[src/rtl/dap_baud_pkg.sv]
// dap_baud_pkg: shared definitions for the DAP baud generator register window.
// Holds the generator register offsets, the TIMING field layout, the
// sequencer state encoding (also reused by the generator and its drivers),
// and helpers that build the register words.
package dap_baud_pkg;

  localparam int CR_OFS     = 0;
  localparam int TIMING_OFS = 4;

  localparam int CR_CEN_BIT = 0;

  localparam int DIV_LSB        = 0;
  localparam int DIV_MSB        = 15;
  localparam int DELAY_LSB      = 16;
  localparam int DELAY_MSB      = 18;
  localparam int TIMING_FIELD_W = DELAY_MSB + 1;

  typedef enum logic [2:0] {
    ST_IDLE       = 3'd0,
    ST_STOP       = 3'd1,
    ST_STOP_WAIT  = 3'd2,
    ST_WR_TIMING  = 3'd3,
    ST_RD_TIMING  = 3'd4,
    ST_START      = 3'd5,
    ST_START_WAIT = 3'd6,
    ST_DONE       = 3'd7
  } baud_state_e;

  function automatic logic [31:0] pack_timing(input logic [15:0] div,
                                              input logic [2:0]  delay);
    logic [31:0] w;
    w = '0;
    w[DIV_MSB:DIV_LSB]     = div;
    w[DELAY_MSB:DELAY_LSB] = delay;
    return w;
  endfunction

  function automatic logic [31:0] cr_word(input logic cen);
    logic [31:0] w;
    w = '0;
    w[CR_CEN_BIT] = cen;
    return w;
  endfunction

endpackage

[src/rtl/dap_rr_arb2.sv]
// dap_rr_arb2: two-way round-robin arbiter.
// Ports:
//   clk, resetn  - clock, async active-low reset
//   valid[1:0]   - request lines
//   advance      - one-cycle pulse when the served requester completes
//   served_idx   - index of the requester that just completed
//   grant[1:0]   - one-hot combinational grant (zero when nothing is valid)
// After reset last_grant is 1, so requester 0 wins the first contest.
module dap_rr_arb2
  import dap_baud_pkg::*;
(
  input  logic       clk,
  input  logic       resetn,
  input  logic [1:0] valid,
  input  logic       advance,
  input  logic       served_idx,
  output logic [1:0] grant
);

  logic last_grant;

  always_ff @(posedge clk or negedge resetn) begin
    if (!resetn) begin
      last_grant <= 1'b1;
    end else if (advance) begin
      last_grant <= served_idx;
    end
  end

  // A lone requester always wins; on a tie the one not served last wins.
  always_comb begin
    grant = 2'b00;
    if (valid[0] && (!valid[1] || last_grant)) begin
      grant = 2'b01;
    end else if (valid[1]) begin
      grant = 2'b10;
    end
  end

endmodule

[src/rtl/dap_baud_ctrl.sv]
// dap_baud_ctrl: configuration sequencer and arbiter for the DAP baud
// generator register window. Serialises retime/start/stop requests from two
// requesters and drives the generator slave through the safe sequence
// stop -> settle -> program TIMING -> read back -> start -> settle -> done.
// Ports:
//   clk, resetn              - clock, async active-low reset
//   req_valid/req_start[1:0] - per-requester request and op (1 = enable)
//   req_div0/1, req_delay0/1 - per-requester divider and sample-delay tap
//   req_done[1:0], req_err   - one-cycle completion pulse and readback error
//   busy                     - high from grant through done
//   gen_*                    - register-bus master toward the generator
//
// state         | meaning
// --------------+----------------------------------------------------
// ST_IDLE       | waiting for a request; arbitrate and latch payload
// ST_STOP       | CR = 0 write on the bus; load settle timer
// ST_STOP_WAIT  | settle after stop; then program or finish
// ST_WR_TIMING  | TIMING write on the bus
// ST_RD_TIMING  | TIMING read on the bus; compare with payload
// ST_START      | CR = 1 write on the bus; load settle timer
// ST_START_WAIT | settle after start
// ST_DONE       | done/err pulse; advance arbiter; drop busy
module dap_baud_ctrl
  import dap_baud_pkg::*;
#(
  parameter int ADDRWIDTH     = 12,
  parameter int GEN_BASE_ADDR = 0,
  parameter int SETTLE_CYCLES = 8
) (
  input  logic                 clk,
  input  logic                 resetn,
  input  logic [1:0]           req_valid,
  input  logic [1:0]           req_start,
  input  logic [15:0]          req_div0,
  input  logic [15:0]          req_div1,
  input  logic [2:0]           req_delay0,
  input  logic [2:0]           req_delay1,
  output logic [1:0]           req_done,
  output logic                 req_err,
  output logic                 busy,
  output logic                 gen_write_en,
  output logic                 gen_read_en,
  output logic [ADDRWIDTH-1:0] gen_addr,
  output logic [31:0]          gen_wdata,
  output logic [3:0]           gen_byte_strobe,
  input  logic [31:0]          gen_rdata
);

  localparam logic [ADDRWIDTH-1:0] CR_ADDR     = ADDRWIDTH'(GEN_BASE_ADDR + CR_OFS);
  localparam logic [ADDRWIDTH-1:0] TIMING_ADDR = ADDRWIDTH'(GEN_BASE_ADDR + TIMING_OFS);
  localparam logic [7:0]           SETTLE_LOAD = 8'(SETTLE_CYCLES);

  baud_state_e state;
  logic [7:0]  settle_cnt;
  logic [1:0]  lat_grant;
  logic        lat_start;
  logic [15:0] lat_div;
  logic [2:0]  lat_delay;

  logic [1:0]  grant;
  logic        advance;
  logic        readback_bad;
  logic        unused_rdata_hi;

  assign advance         = (state == ST_DONE);
  assign readback_bad    = gen_rdata[TIMING_FIELD_W-1:0] != {lat_delay, lat_div};
  assign unused_rdata_hi = ^gen_rdata[31:TIMING_FIELD_W];

  dap_rr_arb2 u_arb (
    .clk        (clk),
    .resetn     (resetn),
    .valid      (req_valid),
    .advance    (advance),
    .served_idx (lat_grant[1]),
    .grant      (grant)
  );

  always_ff @(posedge clk or negedge resetn) begin
    if (!resetn) begin
      state           <= ST_IDLE;
      settle_cnt      <= '0;
      lat_grant       <= '0;
      lat_start       <= 1'b0;
      lat_div         <= '0;
      lat_delay       <= '0;
      busy            <= 1'b0;
      req_done        <= '0;
      req_err         <= 1'b0;
      gen_write_en    <= 1'b0;
      gen_read_en     <= 1'b0;
      gen_addr        <= '0;
      gen_wdata       <= '0;
      gen_byte_strobe <= '0;
    end else begin
      // Bus accesses and the done pulse are issued on entry to a state and
      // last exactly that one cycle, so they default back to idle here.
      gen_write_en    <= 1'b0;
      gen_read_en     <= 1'b0;
      gen_addr        <= '0;
      gen_wdata       <= '0;
      gen_byte_strobe <= '0;
      req_done        <= '0;
      req_err         <= 1'b0;

      case (state)
        ST_IDLE: begin
          if (|grant) begin
            lat_grant       <= grant;
            lat_start       <= grant[1] ? req_start[1] : req_start[0];
            lat_div         <= grant[1] ? req_div1     : req_div0;
            lat_delay       <= grant[1] ? req_delay1   : req_delay0;
            busy            <= 1'b1;
            state           <= ST_STOP;
            gen_write_en    <= 1'b1;
            gen_addr        <= CR_ADDR;
            gen_wdata       <= cr_word(1'b0);
            gen_byte_strobe <= 4'hF;
          end
        end

        ST_STOP: begin
          settle_cnt <= SETTLE_LOAD;
          state      <= ST_STOP_WAIT;
        end

        // Timer is loaded with SETTLE_CYCLES and leaves on terminal count 1,
        // giving exactly SETTLE_CYCLES cycles in the wait state.
        ST_STOP_WAIT: begin
          settle_cnt <= settle_cnt - 8'd1;
          if (settle_cnt == 8'd1) begin
            if (lat_start) begin
              state           <= ST_WR_TIMING;
              gen_write_en    <= 1'b1;
              gen_addr        <= TIMING_ADDR;
              gen_wdata       <= pack_timing(lat_div, lat_delay);
              gen_byte_strobe <= 4'hF;
            end else begin
              state    <= ST_DONE;
              req_done <= lat_grant;
            end
          end
        end

        ST_WR_TIMING: begin
          state       <= ST_RD_TIMING;
          gen_read_en <= 1'b1;
          gen_addr    <= TIMING_ADDR;
        end

        // gen_rdata is valid in this cycle because the read strobe is live.
        ST_RD_TIMING: begin
          if (readback_bad) begin
            state    <= ST_DONE;
            req_done <= lat_grant;
            req_err  <= 1'b1;
          end else begin
            state           <= ST_START;
            gen_write_en    <= 1'b1;
            gen_addr        <= CR_ADDR;
            gen_wdata       <= cr_word(1'b1);
            gen_byte_strobe <= 4'hF;
          end
        end

        ST_START: begin
          settle_cnt <= SETTLE_LOAD;
          state      <= ST_START_WAIT;
        end

        ST_START_WAIT: begin
          settle_cnt <= settle_cnt - 8'd1;
          if (settle_cnt == 8'd1) begin
            state    <= ST_DONE;
            req_done <= lat_grant;
          end
        end

        ST_DONE: begin
          busy  <= 1'b0;
          state <= ST_IDLE;
        end

        default: begin
          busy  <= 1'b0;
          state <= ST_IDLE;
        end
      endcase
    end
  end

endmodule

[config.mk]
export PLATFORM = sky130hd
export DESIGN_NAME = dap_baud_ctrl
export DESIGN_NICKNAME = d
export VERILOG_FILES = /design/src/rtl/dap_baud_pkg.sv /design/src/rtl/dap_rr_arb2.sv /design/src/rtl/dap_baud_ctrl.sv
export SDC_FILE = /design/constraint.sdc
export NUM_CORES = 1
export LEC_CHECK = 0
export ABC_AREA = 0
export CORE_ASPECT_RATIO = 0.9
export CORE_UTILIZATION = 38
export CTS_CLUSTER_DIAMETER = 200
export DETAILED_ROUTE_END_ITERATION = 8
export PLACE_DENSITY = 0.76
export SLEW_MARGIN = 20
export SYNTH_ARGS = -nofsm -noshare
export SYNTH_HDL_FRONTEND = slang
export SYNTH_SLANG_ARGS = --single-unit
[constraint.sdc]
create_clock -name clk -period 1.43 [get_ports clk]
set_input_delay 0.143 -clock clk [delete_from_list [all_inputs] [get_ports clk]]
set_output_delay 0.143 -clock clk [all_outputs]
set_load 0.01 [all_outputs]
[Word level (Yosys, flattened, before mapping)]
Cells that the tools add are included.
Storage, ports and cells
  register bits: 88
  bits of input ports: 76
  logic and storage cells: 79
  output and inout port bits: 54
Cells by class
  mux-type cells: 39
  reduce and logical (&&, ||, !) cells: 12
  $add $sub $neg: 1
  equal/unequal tests: 12
Operators by type and width (number)
  $mux 19: 2
  $pmux 19 s2: 1
  $pmux 3 s8: 1
  $mux 3: 7
  $ne 19x19->1: 1
  $mux 16: 1
  $mux 4: 4
  $pmux 8 s2: 1
  $mux 2: 7
  $eq 3x3->1 const B: 4
  $pmux 4 s3: 1
  $mux 1: 10
  $eq 8x1->1 const B: 1
  $sub 8x1->8 const B: 1
  $eq 3x2->1 const B: 2
  $ne 2x2->1 const B: 3
  $pmux 2 s3: 1
  $pmux 3 s2: 1
  $reduce_or 2->1: 3
  $reduce_and 2->1: 2
  $reduce_bool 2->1: 2
  $eq 3x1->1 const B: 1
  $logic_not 3->1: 1
  $pmux 1 s3: 1
  other kinds (5): 5

[Logic depth before layout (Yosys ltp)]
  depth after elaboration: 7
  depth in mapped cells: 7
  gate-level depth less buffers: 7

[Cells and area by module]
Synthesis repeated with hierarchy kept, for this count alone.
Unflattened totals
  cells, all modules: 297
  area, all modules: 3040.4 um^2
Modules (own cells, without submodules)
  dap_baud_ctrl: cells each 291, area each 2979.1 um^2, sequential area each 1476.4 um^2, instances 1
  dap_rr_arb2: cells each 6, area each 61.3 um^2, sequential area each 26.3 um^2, instances 1

[Worst setup path after synthesis]
No wires, ideal clock.
  path kind: reg-to-reg
  start: register state[0]
  end: register state[1]
  clock period less this slack: 1530 ps
  library setup time: 131 ps
  slack: -100 ps
  stages on the path, launching flop included: 8
  required time: 1299 ps
  data arrival time: 1400 ps
  path buffers: 0
  cell sequence: dfrtp_1 inv_1 ha_1 nor2b_2 nor3b_2 o21ba_2 o32ai_1 o21ai_1
Between the ends
  word-level cells in the longest chain between the ends: 3
  elaborated cells on any way between the ends: 13
  those cells by class: 10 x eq/ne; 1 x mux; 2 x reduce/logical
RTL lines
  from (decl): RTL line dap_baud_ctrl.sv:53  | baud_state_e state;
  from (signal assigned): RTL line dap_baud_ctrl.sv:80  | state <= ST_IDLE;
  from (signal assigned): RTL line dap_baud_ctrl.sv:113  | state <= ST_STOP;
  from (signal assigned): RTL line dap_baud_ctrl.sv:123  | state <= ST_STOP_WAIT;
  $eq 3x2->1 (tied with other cells): RTL line dap_baud_ctrl.sv:105  | case (state)
  $ne 2x2->1 (no source line)
  $reduce_and 3->1 (no source line)
Several ways; a longest one is shown, not always the timed one.
A chain may end at the register's enable or synchronous reset.

[Worst setup path after layout]
  start: register state[1]
  end: register state[1]
The elaborated chain is that of the path after synthesis.

==> run metrics <==
largest net degree at the start of global routing 28; worst path bufs/invs 1; Arr. time, crit path 1.79 ns; fin util 65.5%; port bufs 92; Lkg Pwr 2.30 nW; Final ANT Viol Nets 0; total chip power 8.48 mW; crit path capture type register; Distinct cells, synth 44; Starting Density 39.5%; drt via density 4.82; CTS buffer count 9; final WL 8.44 mm; Via Count 2545; max incr delay on CP 0.40 ns; cell area after synthesis 3000 sq um; Synth Register Bits 60; diode count 0; CP Class reg2reg; gr usage total 19.3%; core area 7580 sq um; Final Slew Violations 0; Die Ht 86.3 um; Synthesis Warnings 0; number of H-tree levels 3; slowest cell on the critical path dfrtp_1; nets 510; Worst-path clk slew 0.07 ns; Placed Area 4210 sq um; failing checks setup timing; Async SR Flop Fraction 100%; I/O pins 130; skew final 0.0112 ns; Fmax 637 MHz; Synth Instances 284; initial antenna violation count 0; status finished, violations left; CTS tree built; CP delay by family, top simple AND/OR/NAND/NOR gates; critical path depth 7; synth top area cells dfrtp_1 (49%), buf_4 (7.0%), mux2i_1 (7.0%), xor2_1 (5.8%), a21oi_1 (4.0%); Hold Fails Final Rpt 0; Synth area leader dfrtp_1; crit path cell chain inv_2 -> ha_4 -> nor2b_4 -> nor3b_4 -> o21ba_4 -> o32ai_2 -> o21ai_1; Avg WL per Cell 16.0 um; clock buffer depth 2; remaining global-route overflow 0; row count 30; Worst Setup EP state[1]; total negative slack -3.94 ns; RSZ-0062 raised after global routing true; post-layout min period 1.57 ns; Die Area 8250 sq um; Detail Placement HPWL 5.26 mm; critical path launch point state[1]; CTS sink count 60; final setup fails 49; Root Buffer clkbuf_8; worst path required time 1.65 ns; vias in the first global route 2430; max cap viols 0; Avg Cell Area, Syn 10.6 sq um; gpl congestion 0.784; area grow syn2layout 65.7%; crit path max fanout 5; CP startpoint kind register; number of flops mapped to enable cells by yosys 0; Initial DRC Count 104; worst vdd ir 732 uV; r2r endpoint state[1]; FF-to-FF Start state[1]; Finished Cell Area 4970 sq um; share of cells above drive strength 1 31.5%; drt pass-1 iters 4; die width 95.6 um; Clock Latency Late Sink 0.34 ns; DR DRC count 0; Worst R2R Setup Slack -0.14 ns; power density over cell area 1710 nW/um^2; Seq/Total Area, Yosys 50.1%; first-pass GRT wire length 11.6 mm; Worst Hold Class in2async; final worst-path cycle share 110%; commonest non-fill, non-tap cells in the layout clkdlybuf4s50_1 (84), dfrtp_1 (59), buf_4 (37); ys flop type dfrtp_1; worst setup margin -0.140 ns; Reg2Reg Depth 7; commonest non-fill, non-tap cell in the layout clkdlybuf4s50_1; post-synth top area share 49.2%
[timing repair]
item	4_1_cts	5_1_grt
buffers inserted	4	11
hold buffers	1	0
pin swaps	8	26
gates cloned	1	4
endpoints found under the hold margin	15	0
endpoints found under the setup margin	54	57
gates resized for setup	23	64
[cell usage after synthesis (2+ instances only)]
library cell,number
buf_6,2
ha_1,6
nand3b_1,2
mux2i_1,21
nand2_1,14
inv_1,8
nor3_1,5
nand3_1,2
nor4_1,4
nor2_1,24
a21oi_1,24
a21boi_1,2
buf_4,28
buf_2,6
and2_1,18
o21ai_0,7
clkbuf_1,2
o21ai_1,3
xor2_1,20
dfrtp_1,59
a21o_1,3
nor2b_1,2
[registers in the layout, indices dropped and copies added, names as in the netlist]
name / count
gen_wdata: 19
lat_div: 16
settle_cnt: 8
lat_delay: 3
state: 3
lat_grant: 2
req_done: 2
busy: 1
gen_addr: 1
gen_byte_strobe: 1
gen_read_en: 1
lat_start: 1
req_err: 1
u_arb.last_grant: 1
[stage by stage]
step / std cells / setup WS, ns / hold slack [ns]
floorplan: 307 / -0.0413 / -0.153
global placement: 494 / -0.335 / 0.126
detailed placement: 494 / -0.399 / 0.130
CTS: 515 / -0.125 / 0.291
global route: 528 / -0.199 / 0.314
finish: 528 / -0.140 / 0.295
[report_power, final]
part           total, mW  leakage [nW]  switching, mW  internal (mW)
clock network       1.50        0.0979          0.668          0.832
registers           2.65         0.752          0.423           2.22
logic               4.34          1.45           2.06           2.27
total               8.48          2.30           3.15           5.33
[metal layers]
layer	vias up	routed length, um	global-route usage (%)	share of wire, %
met3	11	454	6.58	5.4
met2	91	4470	33.1	53
met5	-	0	0	0
met4	0	136	5.83	1.6
li1	1190	-	-	-
met1	1253	3380	22.7	40
[area by class of cell]
type                       instances  area [sq um]
clock inverter                     5          52.6
timing repair buffer             148          1540
multi-input combinational        201          1590
sequential                        60          1500
fill                             574          2610
tap                               96           120
clock buffer                      10           138
inverter                           8          32.5
[how the worst min path moves through the flow]
stage,slack (ns),to
3_3_place_gp,0.13,busy
4_1_cts,0.29,busy
3_5_place_dp,0.13,busy
6_report,0.29,req_done[0]
5_1_grt,0.31,req_done[0]
2_1_floorplan,-0.15,busy
[cell families after synthesis]
logic type	after synthesis	synth area share, %
AND/OR/NAND/NOR	81	14.5
adder cells (fa/ha/maj)	6	2.50
other	1	0.125
buffers and inverters	46	10.0
AO/OA/AOI/OAI	47	9.22
flip-flops	60	50.1
multiplexers	22	7.39
XOR/XNOR	21	6.14
(Power assumes the default switching activity.)
==> RTL edit 1, RTL diff (same settings) <==
Register the output `gen_wdata` once more, cleared by the reset; this adds one clock of latency there. The other outputs are not delayed to match.
--- a/src/rtl/dap_baud_ctrl.sv
+++ b/src/rtl/dap_baud_ctrl.sv
@@ -50,6 +50,8 @@
   localparam logic [ADDRWIDTH-1:0] TIMING_ADDR = ADDRWIDTH'(GEN_BASE_ADDR + TIMING_OFS);
   localparam logic [7:0]           SETTLE_LOAD = 8'(SETTLE_CYCLES);
 
+  logic [31:0] gen_wdata_s0;
+
   baud_state_e state;
   logic [7:0]  settle_cnt;
   logic [1:0]  lat_grant;
@@ -89,7 +91,7 @@
       gen_write_en    <= 1'b0;
       gen_read_en     <= 1'b0;
       gen_addr        <= '0;
-      gen_wdata       <= '0;
+      gen_wdata_s0    <= '0;
       gen_byte_strobe <= '0;
     end else begin
       // Bus accesses and the done pulse are issued on entry to a state and
@@ -97,7 +99,7 @@
       gen_write_en    <= 1'b0;
       gen_read_en     <= 1'b0;
       gen_addr        <= '0;
-      gen_wdata       <= '0;
+      gen_wdata_s0    <= '0;
       gen_byte_strobe <= '0;
       req_done        <= '0;
       req_err         <= 1'b0;
@@ -113,7 +115,7 @@
             state           <= ST_STOP;
             gen_write_en    <= 1'b1;
             gen_addr        <= CR_ADDR;
-            gen_wdata       <= cr_word(1'b0);
+            gen_wdata_s0    <= cr_word(1'b0);
             gen_byte_strobe <= 4'hF;
           end
         end
@@ -132,7 +134,7 @@
               state           <= ST_WR_TIMING;
               gen_write_en    <= 1'b1;
               gen_addr        <= TIMING_ADDR;
-              gen_wdata       <= pack_timing(lat_div, lat_delay);
+              gen_wdata_s0    <= pack_timing(lat_div, lat_delay);
               gen_byte_strobe <= 4'hF;
             end else begin
               state    <= ST_DONE;
@@ -157,7 +159,7 @@
             state           <= ST_START;
             gen_write_en    <= 1'b1;
             gen_addr        <= CR_ADDR;
-            gen_wdata       <= cr_word(1'b1);
+            gen_wdata_s0    <= cr_word(1'b1);
             gen_byte_strobe <= 4'hF;
           end
         end
@@ -188,5 +190,13 @@
     end
   end
 
+  always_ff @(posedge clk or negedge resetn) begin
+    if (!resetn) begin
+      gen_wdata <= '0;
+    end else begin
+      gen_wdata <= gen_wdata_s0;
+    end
+  end
+
 endmodule
 
Behaviour: no difference found for any inputs over 10 cycles, from zero or initial values and one cycle with resetn low; that may be too few to reach the edited logic, so the function may still have changed.
==> RTL edit 1 against the original RTL <==
- the flow still finishes with violations (setup timing)
- highest routed layer unchanged
- count of clock-buffer cells in the layout decreased by 1
- largest cell class is now sequential cells
- clock power increased by 15%
- final area increased by 7.5%
- power increased by 4.9%
- via count increased by 3.7%
- area after synthesis increased by 16%
- worst setup slack improved by 0.0049 ns
- routed wire length increased by 0.32%
- sequential cell count increased by 19
==> RTL edit 1: results (changes against the original RTL) <==
outcome: finished with violations
failing checks: setup timing
Plain + repair buffers: 151 (+2.0%)
Hold WS: 0.2555 ns (-0.03935 ns)
wl on met1: 3512 um (+4.0%)
post-synthesis mux area share: 6.376% (-1.0 points)
share of the synthesized area in the top cell type: 56.20% (+6.9 points)
P_comb: 0.00402 W (-7.4%)
Seq cells: 79 (+32%)
Clock buf/inv share: 3.913% (+0.085 points)
final core occ: 61.18% (-4.3 points)
layout cells sized above 1: 27.25% (-4.2 points)
largest net degree at the start of global routing: 32 (+14%)
crit-path max FO: 7 (+2)
drt pass-1 iters: 5 (+1)
met3 Usage GRT: 4.453% (-2.1 points)
placed cells: 547 (+11%)
clk pwr: 0.00173 W (+15%)
mean post-synth cell area: 11.46 um^2 (+8.6%)
aggregate routed wire length: 8463 um (+0.32%)
met1 usage: 20.88% (-1.8 points)
Pwr Density: 1667 nW/um^2 (-2.4%)
met3 wire len: 426 um (-6.2%)
met2 wire len: 4362 um (-2.4%)
crit-path max cell delay: 0.38 ns (-0.02 ns)
nets: 532 (+4.3%)
worst slack, placed: -0.3734 ns (+0.02543 ns)
global routing usage on met2: 30.50% (-2.6 points)
hpwl dp: 5921 um (+12%)
VDD IR max: 629.8 uV (-14%)
largest cells by area after synthesis: dfrtp_1, buf_4, mux2i_1, xor2_1, a21oi_1
initial DRC count: 89 (-14%)
first-pass GRT wire length: 12410 um (+6.7%)
compound-cell area share of the yosys netlist: 7.961% (-1.3 points)
CP arrival: 1.81 ns (+0.02 ns)
xor/xnor cell area share of the yosys netlist: 5.295% (-0.84 points)
post-route insts no fill: 574 (+8.7%)
worst clock skew: 0.01047 ns (-0.0007344 ns)
endpoints failing setup: 47 (-4.1%)
clock buffers: 9 (-1)
Largest regs: gen_wdata (19), gen_wdata_s0 (19), lat_div (16)
CTS clk-pin slew, worst paths: 0.09 ns (+0.02 ns)
adder-cell share of the synthesized area: 2.161% (-0.34 points)
Sw Ratio: 35.34% (-1.8 points)
Leak: 2.508 nW (+8.9%)
placed cell areas: 4786 um^2 (+14%)
setup ws final: -0.1352 ns (+0.004852 ns)
Total Neg Setup Slack: -3.187 ns (+0.7498 ns)
gr usage total: 17.54% (-1.7 points)
port bufs: 92 (unchanged)
clk_lat worst skew: 0.35 ns
sequential area share after synthesis: 56.95% (+6.8 points)
fraction of area in non-clock buffers: 27.74% (-3.2 points)
register area: 1978 um^2 (+32%)
via count: 2638 (+3.7%)
Fillers: 712 (+24%)
RTL edit 1: changes by cell type after synthesis, sizes merged:
| cell | delta |
|---|---|
| dfrtp | +19 |
RTL edit 1: logic make-up after synthesis:
group                    after synthesis
AO/OA/AOI/OAI                         47
XOR/XNOR                              21
adder cells (fa/ha/maj)                6
buffers and inverters                 46
flip-flops                            79
multiplexers                          22
other                                  1
AND/OR/NAND/NOR                       81
RTL edit 1: path summary, 6_finish.rpt:
path	to	cells past startpoint
worst max-delay path	gen_byte_strobe[2]	7
worst min-delay path	gen_wdata[10]	2
min in group clk	gen_wdata[12]	0
worst max register to register	gen_byte_strobe[2]	7
worst min register to register	gen_wdata[12]	0
max in group asynchronous	u_arb.last_grant	3
RTL edit 1: repair_timing:
| action | in CTS | in global routing |
|---|---|---|
| buffers inserted | 5 | 3 |
| resized for setup | 26 | 41 |
| hold endpoints to repair | 29 | 0 |
| setup endpoints to repair | 57 | 38 |
| cloned | 0 | 3 |
| pin swaps | 11 | 5 |
| hold buffers | 1 | 0 |
==> RTL edit 2, RTL diff (config.mk and constraints unchanged) <==
Made on the original files. Set the parameter `SETTLE_CYCLES` to 4 (it was 8).
--- a/src/rtl/dap_baud_ctrl.sv
+++ b/src/rtl/dap_baud_ctrl.sv
@@ -25,7 +25,7 @@
 #(
   parameter int ADDRWIDTH     = 12,
   parameter int GEN_BASE_ADDR = 0,
-  parameter int SETTLE_CYCLES = 8
+  parameter int SETTLE_CYCLES = 4
 ) (
   input  logic                 clk,
   input  logic                 resetn,
Function: changed (Yosys sat finds a counterexample within 10 cycles, from zero or initial values and one cycle with resetn low).
==> RTL edit 2 against the original RTL <==
- the flow still finishes with violations (setup timing)
- global-route usage about the same
- power rose by 3.6%
- worst setup slack got worse by 0.21 ns
- clock skew hardly changed
- routed wire length is 0.47% higher
- area after synthesis grew 3.5%
- final area up 1.7%
- synthesized cell count up 3.2%
- utilization decreased by 0.16 points
- sequential cell count is the same
- sequential share of layout area decreased by 0.52 points
- clock power increased by 3%
- critical endpoint is now gen_wdata[17]
- largest cell class unchanged
==> RTL edit 2: results (changes against the original RTL) <==
outcome: finished with violations
failing checks: setup timing
Fillers: 585 (+1.9%)
worst slack, placed: -0.2724 ns (+0.1264 ns)
largest cells by area after synthesis: dfrtp_1, buf_4, mux2i_1, xnor2_1, a21oi_1
post_cts resized: 42 (+83%)
DR vias/cell: 4.905 (+1.8%)
crit-path max cell delay: 0.50 ns (+0.10 ns)
nets: 511 (+0.20%)
Hold WS: 0.3429 ns (+0.04807 ns)
sequential area share after synthesis: 48.45% (-1.7 points)
R2R Path Start: settle_cnt[1]
CP arrival: 2.06 ns (+0.27 ns)
met1 usage: 21.91% (-0.80 points)
aggregate routed wire length: 8476 um (+0.47%)
Synth top cells by count: dfrtp_1, nor2_1, buf_4
wl on met1: 3433 um (+1.7%)
via count: 2595 (+2.0%)
met2 wire len: 4416 um (-1.2%)
VDD IR max: 623.0 uV (-15%)
layout cells sized above 1: 31.87% (+0.39 points)
met3 Usage GRT: 2.953% (-3.6 points)
gr usage total: 19.22% (-0.032 points)
initial DRC count: 67 (-36%)
xor/xnor cell area share of the yosys netlist: 5.930% (-0.21 points)
largest net degree at the start of global routing: 61 (+120%)
post-synthesis cell count: 293 (+3.2%)
post-synthesis mux area share: 7.140% (-0.25 points)
Sw Ratio: 37.05% (-0.11 points)
compound-cell area share of the yosys netlist: 9.923% (+0.70 points)
first-pass GRT wire length: 12490 um (+7.4%)
Placer Congestion: 0.8894 (+13%)
Leak: 2.238 nW (-2.8%)
setup ws final: -0.3545 ns (-0.2144 ns)
Total Neg Setup Slack: -10.33 ns (-6.392 ns)
placed cells: 500 (+1.2%)
adder-cell share of the synthesized area: 2.420% (-0.084 points)
endpoints failing setup: 47 (-4.1%)
[RTL edit 2: cell types whose count changed in the layout (fill, tap and decap cells not counted), moves of 4 or more]
cell     delta
nor2_1      -6
nand2_2     -5
buf_4       -7
nand4_1     +4
xor2_1     -18
nor2_4     +16
xnor2_1    +17
[RTL edit 2: area by class of cell]
type / count / area, um^2 / area share (%)
Multi-Input combinational cell: 208 / 1695 / 33.54
Sequential cell: 60 / 1503 / 29.73
Clock inverter: 4 / 48.80 / 0.9653
Inverter: 9 / 41.29 / 0.8168
Clock buffer: 11 / 151.4 / 2.995
Timing Repair Buffer: 141 / 1495 / 29.58
Tap cell: 96 / 120.1 / 2.376
[RTL edit 2: worst max-delay path by stage]
stage / endpoint / depth (start not counted) / slack, ns / from
final: gen_wdata[17] / 7 / -0.35 / settle_cnt[1]
after global routing: state[0] / 6 / -0.40 / settle_cnt[1]
after CTS: gen_wdata[18] / 6 / -0.29 / settle_cnt[1]
after detailed placement: gen_wdata[10] / 6 / -0.27 / settle_cnt[1]
after global placement: gen_wdata[0] / 6 / -0.22 / settle_cnt[1]
after floorplan: gen_wdata[0] / 6 / -0.18 / settle_cnt[1]
[RTL edit 2: power groups by stage]
stage / combinational, W / clock, W / sequential [W]
after floorplan: 0.00212 / 0 / 0.00265
after global placement: 0.00324 / 0 / 0.00268
after detailed placement: 0.00337 / 0 / 0.00269
after CTS: 0.00390 / 0.00157 / 0.00271
after global routing: 0.00478 / 0.00165 / 0.00290
final: 0.00442 / 0.00154 / 0.00283
[RTL edit 2: through the flow]
stage               instance area (um^2)  util [%]
floorplan                           3221         -
global placement                    4283     55.39
detailed placement                  4283     55.39
CTS                                 4721     61.05
global route                        5055     65.37
finish                              5055     65.37
